===== config.mk =====
export PLATFORM = sky130hd
export DESIGN_NAME = reg_array_reader_flat
export DESIGN_NICKNAME = d
export VERILOG_FILES = /design/src/rtl/reg_array_reader_pkg.sv /design/src/rtl/reg_array_reader_if.sv /design/src/rtl/reg_array_reader_fifo2.sv /design/src/rtl/reg_array_reader.sv /design/src/flat_wrapper.sv
export SDC_FILE = /design/constraint.sdc
export NUM_CORES = 1
export LEC_CHECK = 0
export ABC_CLOCK_PERIOD_IN_PS = 7600
export BUFFER_PORTS_ARGS = -buffer_cell sky130_fd_sc_hd__buf_4
export CAP_MARGIN = 5
export CORE_MARGIN = 5
export CORE_UTILIZATION = 55
export CTS_CLUSTER_SIZE = 24
export DETAILED_ROUTE_END_ITERATION = 8
export PLACE_DENSITY = 0.79
export SLEW_MARGIN = 5
export SYNTH_ARGS = -nofsm -noshare
export SYNTH_HDL_FRONTEND = slang
export SYNTH_SLANG_ARGS = --single-unit

===== constraint.sdc =====
create_clock -name clk -period 7.6 [get_ports clk]
set_clock_uncertainty 0.05 [all_clocks]
set_input_delay 1.52 -clock clk [delete_from_list [all_inputs] [get_ports clk]]
set_output_delay 1.52 -clock clk [all_outputs]
set_load 0.02 [all_outputs]

===== src/rtl/reg_array_reader_pkg.sv =====
// Shared types and default sizing for the register-array read-out engine.
package reg_array_pkg;

    typedef enum logic [1:0] {
        IDLE  = 2'd0,
        READ  = 2'd1,
        DRAIN = 2'd2
    } rar_state_t;

    localparam int DATA_W_DEF = 8;
    localparam int DEPTH_DEF  = 8;

endpackage


===== src/rtl/reg_array_reader_if.sv =====
// Control, array read port and output stream of the register-array reader.
interface reg_array_reader_if
    import reg_array_pkg::*;
#(
    parameter int DATA_W = DATA_W_DEF,
    parameter int ADDR_W = $clog2(DEPTH_DEF)
);
    logic              start;
    logic              rd_en;
    logic [ADDR_W-1:0] rd_addr;
    logic [DATA_W-1:0] rd_data;
    logic              out_valid;
    logic              out_ready;
    logic [DATA_W-1:0] out_data;
    logic              out_last;
    logic              busy;
    logic              done;

    modport master (
        input  start, rd_data, out_ready,
        output rd_en, rd_addr, out_valid, out_data, out_last, busy, done
    );

    modport slave (
        output start, rd_data, out_ready,
        input  rd_en, rd_addr, out_valid, out_data, out_last, busy, done
    );
endinterface


===== src/rtl/reg_array_reader_fifo2.sv =====
// Two-entry FIFO whose head falls through from the push port when empty,
// so a returning read word is visible in the same cycle it arrives.
module fifo2 #(
    parameter int W = 9
) (
    input  logic         clk,
    input  logic         rst,
    input  logic         push,
    input  logic [W-1:0] push_data,
    input  logic         pop,
    output logic [1:0]   occ,
    output logic         head_valid,
    output logic [W-1:0] head_data
);
    logic [W-1:0] mem_r [2];
    logic         rd_ptr_r;
    logic         wr_ptr_r;
    logic [1:0]   occ_r;
    logic         empty_s;
    logic         bypass_s;
    logic         wr_s;
    logic         rd_s;

    assign empty_s    = (occ_r == 2'd0);
    assign bypass_s   = empty_s && push;
    // A word that bypasses and is popped in the same cycle never needs storing.
    assign wr_s       = push && !(bypass_s && pop);
    assign rd_s       = pop && !empty_s;
    assign head_valid = !empty_s || push;
    assign head_data  = bypass_s ? push_data : mem_r[rd_ptr_r];
    assign occ        = occ_r;

    // Storage, pointers and occupancy.
    always_ff @(posedge clk or posedge rst) begin
        if (rst) begin
            mem_r[0] <= {W{1'b0}};
            mem_r[1] <= {W{1'b0}};
            rd_ptr_r <= 1'b0;
            wr_ptr_r <= 1'b0;
            occ_r    <= 2'd0;
        end else begin
            if (wr_s) begin
                mem_r[wr_ptr_r] <= push_data;
                wr_ptr_r        <= ~wr_ptr_r;
            end
            if (rd_s) begin
                rd_ptr_r <= ~rd_ptr_r;
            end
            case ({wr_s, rd_s})
                2'b10:   occ_r <= occ_r + 2'd1;
                2'b01:   occ_r <= occ_r - 2'd1;
                default: occ_r <= occ_r;
            endcase
        end
    end

    fifo2_chk u_chk (
        .clk  (clk),
        .rst  (rst),
        .push (push),
        .occ  (occ_r)
    );
endmodule

// Overflow watchdog; the issue rule upstream must keep this from ever firing.
module fifo2_chk (
    input logic       clk,
    input logic       rst,
    input logic       push,
    input logic [1:0] occ
);
    a_no_overflow: assert property (@(posedge clk) disable iff (rst) !(push && occ == 2'd2))
        else $error("fifo2: push while full");
endmodule


===== src/rtl/reg_array_reader.sv =====
// Streams array entries 0..DEPTH-1 from a 1-cycle-latency read port onto a
// valid/ready output, throttling issue so the 2-entry buffer never overflows.
module reg_array_reader
    import reg_array_pkg::*;
#(
    parameter int DATA_W = DATA_W_DEF,
    parameter int DEPTH  = DEPTH_DEF,
    parameter int ADDR_W = $clog2(DEPTH)
) (
    input  logic                clk,
    input  logic                rst,
    reg_array_reader_if.master  bus
);
    rar_state_t        state_r;
    logic [ADDR_W-1:0] cnt_r;
    logic              inflight_r;
    logic              inflight_last_r;
    logic              done_r;

    logic [1:0]        occ_s;
    logic              head_valid_s;
    logic [DATA_W:0]   head_s;
    logic              head_last_s;
    logic              pop_s;
    logic [2:0]        room_s;
    logic              last_addr_s;
    logic              rd_en_s;

    assign head_last_s = head_s[DATA_W];
    assign pop_s       = head_valid_s && bus.out_ready;
    // Words held or on their way back, after this cycle's pop.
    assign room_s      = {1'b0, occ_s} + {2'b00, inflight_r} - {2'b00, pop_s};
    assign last_addr_s = (cnt_r == ADDR_W'(DEPTH - 1));
    assign rd_en_s     = (state_r == READ) && (room_s < 3'd2);

    // Pass sequencing, issue counter, in-flight tracking and done pulse.
    always_ff @(posedge clk or posedge rst) begin
        if (rst) begin
            state_r         <= IDLE;
            cnt_r           <= {ADDR_W{1'b0}};
            inflight_r      <= 1'b0;
            inflight_last_r <= 1'b0;
            done_r          <= 1'b0;
        end else begin
            inflight_r      <= rd_en_s;
            inflight_last_r <= rd_en_s && last_addr_s;
            done_r          <= 1'b0;
            case (state_r)
                IDLE: begin
                    cnt_r <= {ADDR_W{1'b0}};
                    if (bus.start) begin
                        state_r <= READ;
                    end
                end
                READ: begin
                    // Counter holds on the final address so it never wraps.
                    if (rd_en_s) begin
                        if (last_addr_s) begin
                            state_r <= DRAIN;
                        end else begin
                            cnt_r <= cnt_r + ADDR_W'(1);
                        end
                    end
                end
                DRAIN: begin
                    if (pop_s && head_last_s) begin
                        done_r  <= 1'b1;
                        cnt_r   <= {ADDR_W{1'b0}};
                        state_r <= IDLE;
                    end
                end
                default: begin
                    state_r <= IDLE;
                end
            endcase
        end
    end

    fifo2 #(.W(DATA_W + 1)) u_fifo (
        .clk        (clk),
        .rst        (rst),
        .push       (inflight_r),
        .push_data  ({inflight_last_r, bus.rd_data}),
        .pop        (pop_s),
        .occ        (occ_s),
        .head_valid (head_valid_s),
        .head_data  (head_s)
    );

    assign bus.rd_en     = rd_en_s;
    assign bus.rd_addr   = cnt_r;
    assign bus.out_valid = head_valid_s;
    assign bus.out_data  = head_s[DATA_W-1:0];
    assign bus.out_last  = head_last_s;
    assign bus.busy      = (state_r != IDLE);
    assign bus.done      = done_r;
endmodule

===== src/flat_wrapper.sv =====
// flat-port wrapper written by rule: the top's interface ports become plain ports
module reg_array_reader_flat import reg_array_pkg::*;
#(
    parameter int DATA_W = DATA_W_DEF,
    parameter int DEPTH  = DEPTH_DEF,
    parameter int ADDR_W = $clog2(DEPTH)
)
  (clk, rst, bus_start, bus_rd_data, bus_out_ready, bus_rd_en, bus_rd_addr, bus_out_valid, bus_out_data, bus_out_last, bus_busy, bus_done);
  reg_array_reader_if #(.DATA_W(DATA_W), .ADDR_W(ADDR_W)) bus_i ();
  input  logic clk;
  input  logic rst;
  input wire logic [$bits(bus_i.start)-1:0] bus_start;
  input wire logic [$bits(bus_i.rd_data)-1:0] bus_rd_data;
  input wire logic [$bits(bus_i.out_ready)-1:0] bus_out_ready;
  output wire logic [$bits(bus_i.rd_en)-1:0] bus_rd_en;
  output wire logic [$bits(bus_i.rd_addr)-1:0] bus_rd_addr;
  output wire logic [$bits(bus_i.out_valid)-1:0] bus_out_valid;
  output wire logic [$bits(bus_i.out_data)-1:0] bus_out_data;
  output wire logic [$bits(bus_i.out_last)-1:0] bus_out_last;
  output wire logic [$bits(bus_i.busy)-1:0] bus_busy;
  output wire logic [$bits(bus_i.done)-1:0] bus_done;
  assign bus_i.start = bus_start;
  assign bus_i.rd_data = bus_rd_data;
  assign bus_i.out_ready = bus_out_ready;
  assign bus_rd_en = bus_i.rd_en;
  assign bus_rd_addr = bus_i.rd_addr;
  assign bus_out_valid = bus_i.out_valid;
  assign bus_out_data = bus_i.out_data;
  assign bus_out_last = bus_i.out_last;
  assign bus_busy = bus_i.busy;
  assign bus_done = bus_i.done;
  reg_array_reader #(.DATA_W(DATA_W), .DEPTH(DEPTH), .ADDR_W(ADDR_W)) u_core (.clk(clk), .rst(rst), .bus(bus_i));
endmodule

==> results.toml <==
[route]
finalWirelength_um = 2780
drt_iter0_markers = 26
vias = 1058
ant_nets = 0
wl_met3_um = 152
drc = 0
top_layer_used = "met4"
first_pass_iters = 4
routedWlPerCell_um = 14.4
viasPerCell = 5.48
wl_met1_um = 1230
wl_met2_um = 1360

[cts]
clock_path_buffers = 2
htreeDepth = 2
cts_sinks = 30
clk_latency_ns = 0.33
cts_tree = "built"
cts_setup_buffers = 0
clockRootBuffer = "clkbuf_4"
ctsResizeCount = 0
postCtsHoldBufs = 0
clkTransAtPathRegs_ns = 0.09
cts_made_buffers = 5

[sta]
fin_crit_ns = 4.81
max_slew_margin_pct = 27.1
tightest_slew_ns = 1.09
fin_crit_sh_pct = 63.3
setup_tns_ns = 0
final_hold_viol_count = 0
grt_setup_unrepaired = "false"
finalSetupViolCount = 0
fmax_ghz = 0.208
slew_viol_final = 0

[worst_setup_path]
crit_top_cell = "buf_4"
critPathTopFamily = "adder cells"
critPathSlowestCell = "fa_1"
worstReg2RegEnd = "u_core.bus.rd_addr[1]$_DFFE_PP0P_"
r2r_cells = 10
critPathLaunchType = "primary input"
cp.depth = 9
reg2reg_slack_ns = 4.49
cp.arrival_ns = 3.24
critPathMaxFanout = 4
r2r_start = "u_core.u_fifo.occ[1]$_DFFE_PP0P_"
cp_num_buf_inv = 3
cp-startpoint = "bus_out_ready"
crit_path_cell_trace = "buf_4, nand2_1, inv_2, ha_1, nand2b_1, fa_1, xnor2_1, and3_1, buf_4"
cp_slowest_stage_delay_ns = 0.41
endpoint = "bus_rd_en"
crit_type = "primary input to primary output"
crit_required_ns = 6.03
cp-end-kind = "primary output"

[die]
start_util_pct = 56.0
core_area_um2 = 2710
row_count = 19
pin_count = 28
die-area_um2 = 3910
die_h_um = 62.5
die_width_um = 62.5

[logic_synthesis]
syn_avg_cell_area_um2 = 11.6
synth_ff_type = "dfrtp_1"
synthDistinctLibCells = 31
netlist_instances = 131
synth_top_cell_by_area = "dfrtp_1"
synth_warnings = 0
syn-cell-area_um2 = 1520
ys_seq_area_share_pct = 49.5
synth-edff-count = 0
synth_top_area_share_pct = 49.5
synth.area.top_cells = "dfrtp_1 (50%), mux2_2 (13%), mux2i_1 (5.9%)"
synth.ff_latch_count = 30
async_flop_share_pct = 100
syn_nets = 148

[pwr]
pwr-share-clk_pct = 13.1
sw_frac_of_total_pct = 39.9
cellPowerDensity_nw_per_um2 = 489
pwr-share-comb_pct = 52.5
irDropWorstVdd_mv = 0.339
seqPwrFrac_pct = 34.4
p_leak_nw = 0.855
intPower_mw = 0.534
p_sw_mw = 0.354
finalPower_mw = 0.888

[placement]
post-dp-hpwl_um = 2060
gp_congestion = 0.795
io_buffers = 27

[layout]
filler_cell_count = 203
multi_input_area_um2 = 722
seqCellArea_um2 = 751
drive_above_1_share_pct = 35.8
antenna_cells = 0
nets = 178
layout-area-overhead-vs-synth_pct = 19.7

[flow_run]
max_cap_viol_count = 0

[grt]
first_global_vias = 1095
grt_overflow_total = 0
antenna_found_initial = 0
grt_pass1_wl_um = 5000
grt_max_degree = 31
grt_usage_pct = 15.9

[status]
outcome = "finished clean"

[worst_hold_path]
hp-class = "flip-flop to flip-flop"
-- layout by cell type, fill, tap and decap left out --
master,count
ha_1,4
inv_1,5
nand2_1,13
a22o_1,1
inv_2,1
nor3b_4,1
mux2_2,18
nor2_1,7
buf_4,27
a21o_1,1
mux2i_1,9
or3_1,1
nor2b_1,3
and2_1,1
xor2_1,2
mux2_1,1
o22ai_1,1
nor2_2,1
fa_1,1
or2_2,1
o311ai_2,1
and3_1,1
o22a_1,1
nand2b_1,3
clkbuf_8,3
o21ai_0,12
dfrtp_1,30
xnor2_1,4
nor3_1,1
a221o_1,2
clkbuf_4,5
-- worst min-delay path by stage --
stage,start,endpoint,slack (ns),cells past startpoint
after floorplan,u_core.u_fifo.mem_r[17]$_DFFE_PP0P_,u_core.u_fifo.mem_r[17]$_DFFE_PP0P_,0.42,1
after global placement,u_core.u_fifo.mem_r[17]$_DFFE_PP0P_,u_core.u_fifo.mem_r[17]$_DFFE_PP0P_,0.43,1
after detailed placement,u_core.u_fifo.mem_r[15]$_DFFE_PP0P_,u_core.u_fifo.mem_r[15]$_DFFE_PP0P_,0.45,1
after CTS,u_core.u_fifo.mem_r[15]$_DFFE_PP0P_,u_core.u_fifo.mem_r[15]$_DFFE_PP0P_,0.47,1
after global routing,u_core.u_fifo.mem_r[11]$_DFFE_PP0P_,u_core.u_fifo.mem_r[11]$_DFFE_PP0P_,0.49,1
final,u_core.u_fifo.mem_r[15]$_DFFE_PP0P_,u_core.u_fifo.mem_r[15]$_DFFE_PP0P_,0.46,1
-- metrics by stage --
stage | hold WS (ns) | area, um^2 | worst slack [ns] | std cells | utilization (%)
2_1_floorplan | 0.423 | 1520 | 3.09 | 131 | -
3_3_place_gp | 0.433 | 1740 | 2.89 | 185 | 64.1
3_5_place_dp | 0.446 | 1740 | 2.80 | 185 | 64.1
4_1_cts | 0.466 | 1820 | 2.80 | 193 | 67.0
5_1_grt | 0.485 | 1820 | 2.69 | 193 | 67.0
6_report | 0.461 | 1820 | 2.79 | 193 | 67.0
-- flip-flops by register name, summed over array words and instances, names as in the netlist --
| name | flops |
|---|---|
| u_core.inflight_last_r | 1 |
| u_core.u_fifo.wr_ptr_r | 1 |
| u_core.bus.done | 1 |
| u_core.u_fifo.mem_r | 18 |
| u_core.u_fifo.occ | 2 |
| u_core.state_r | 2 |
| u_core.bus.rd_addr | 3 |
| u_core.u_fifo.rd_ptr_r | 1 |
| u_core.inflight_r | 1 |
-- power by group through the flow --
stage	logic, mW	clock network, mW	registers (mW)
global placement	0.455	0	0.302
floorplan	0.352	0	0.279
finish	0.466	0.116	0.306
detailed placement	0.472	0	0.309
CTS	0.473	0.118	0.305
global route	0.511	0.125	0.317
-- synth_stat cells, drive strengths merged (2+ instances only) --
library cell,count
nor2b,3
inv,6
dfrtp,30
mux2i,9
mux2,19
nand2,13
buf,3
o21ai,12
a221o,2
ha,4
nand2b,3
xnor2,4
xor2,2
nor2,8
-- cells by family (layout without fill, tap and decap cells) --
family | after synthesis | after routing | share of synthesized area, %
AND/OR/NAND/NOR | 33 | 33 | 11.1
flip-flops | 30 | 30 | 49.5
multiplexers | 28 | 28 | 20.0
AO/OA/AOI/OAI | 19 | 19 | 8.42
buffers and inverters | 10 | 41 | 2.89
XOR/XNOR | 6 | 6 | 3.47
adder cells (fa/ha/maj) | 5 | 5 | 4.62
-- layer usage --
layer	track usage (%)	vias to the layer above
met4	6.63	0
met2	25.8	25
met5	0	-
met3	5.04	5
li1	-	512
met1	19.4	516
-- layout make-up --
cell class / instances / area share [%]
tap: 31 / 2.14
clock buffer: 8 / 4.34
timing repair buffer: 27 / 11.2
inverter: 6 / 1.24
multi-input combinational: 91 / 39.8
sequential: 30 / 41.4
Power figures use the tool's default switching activity.
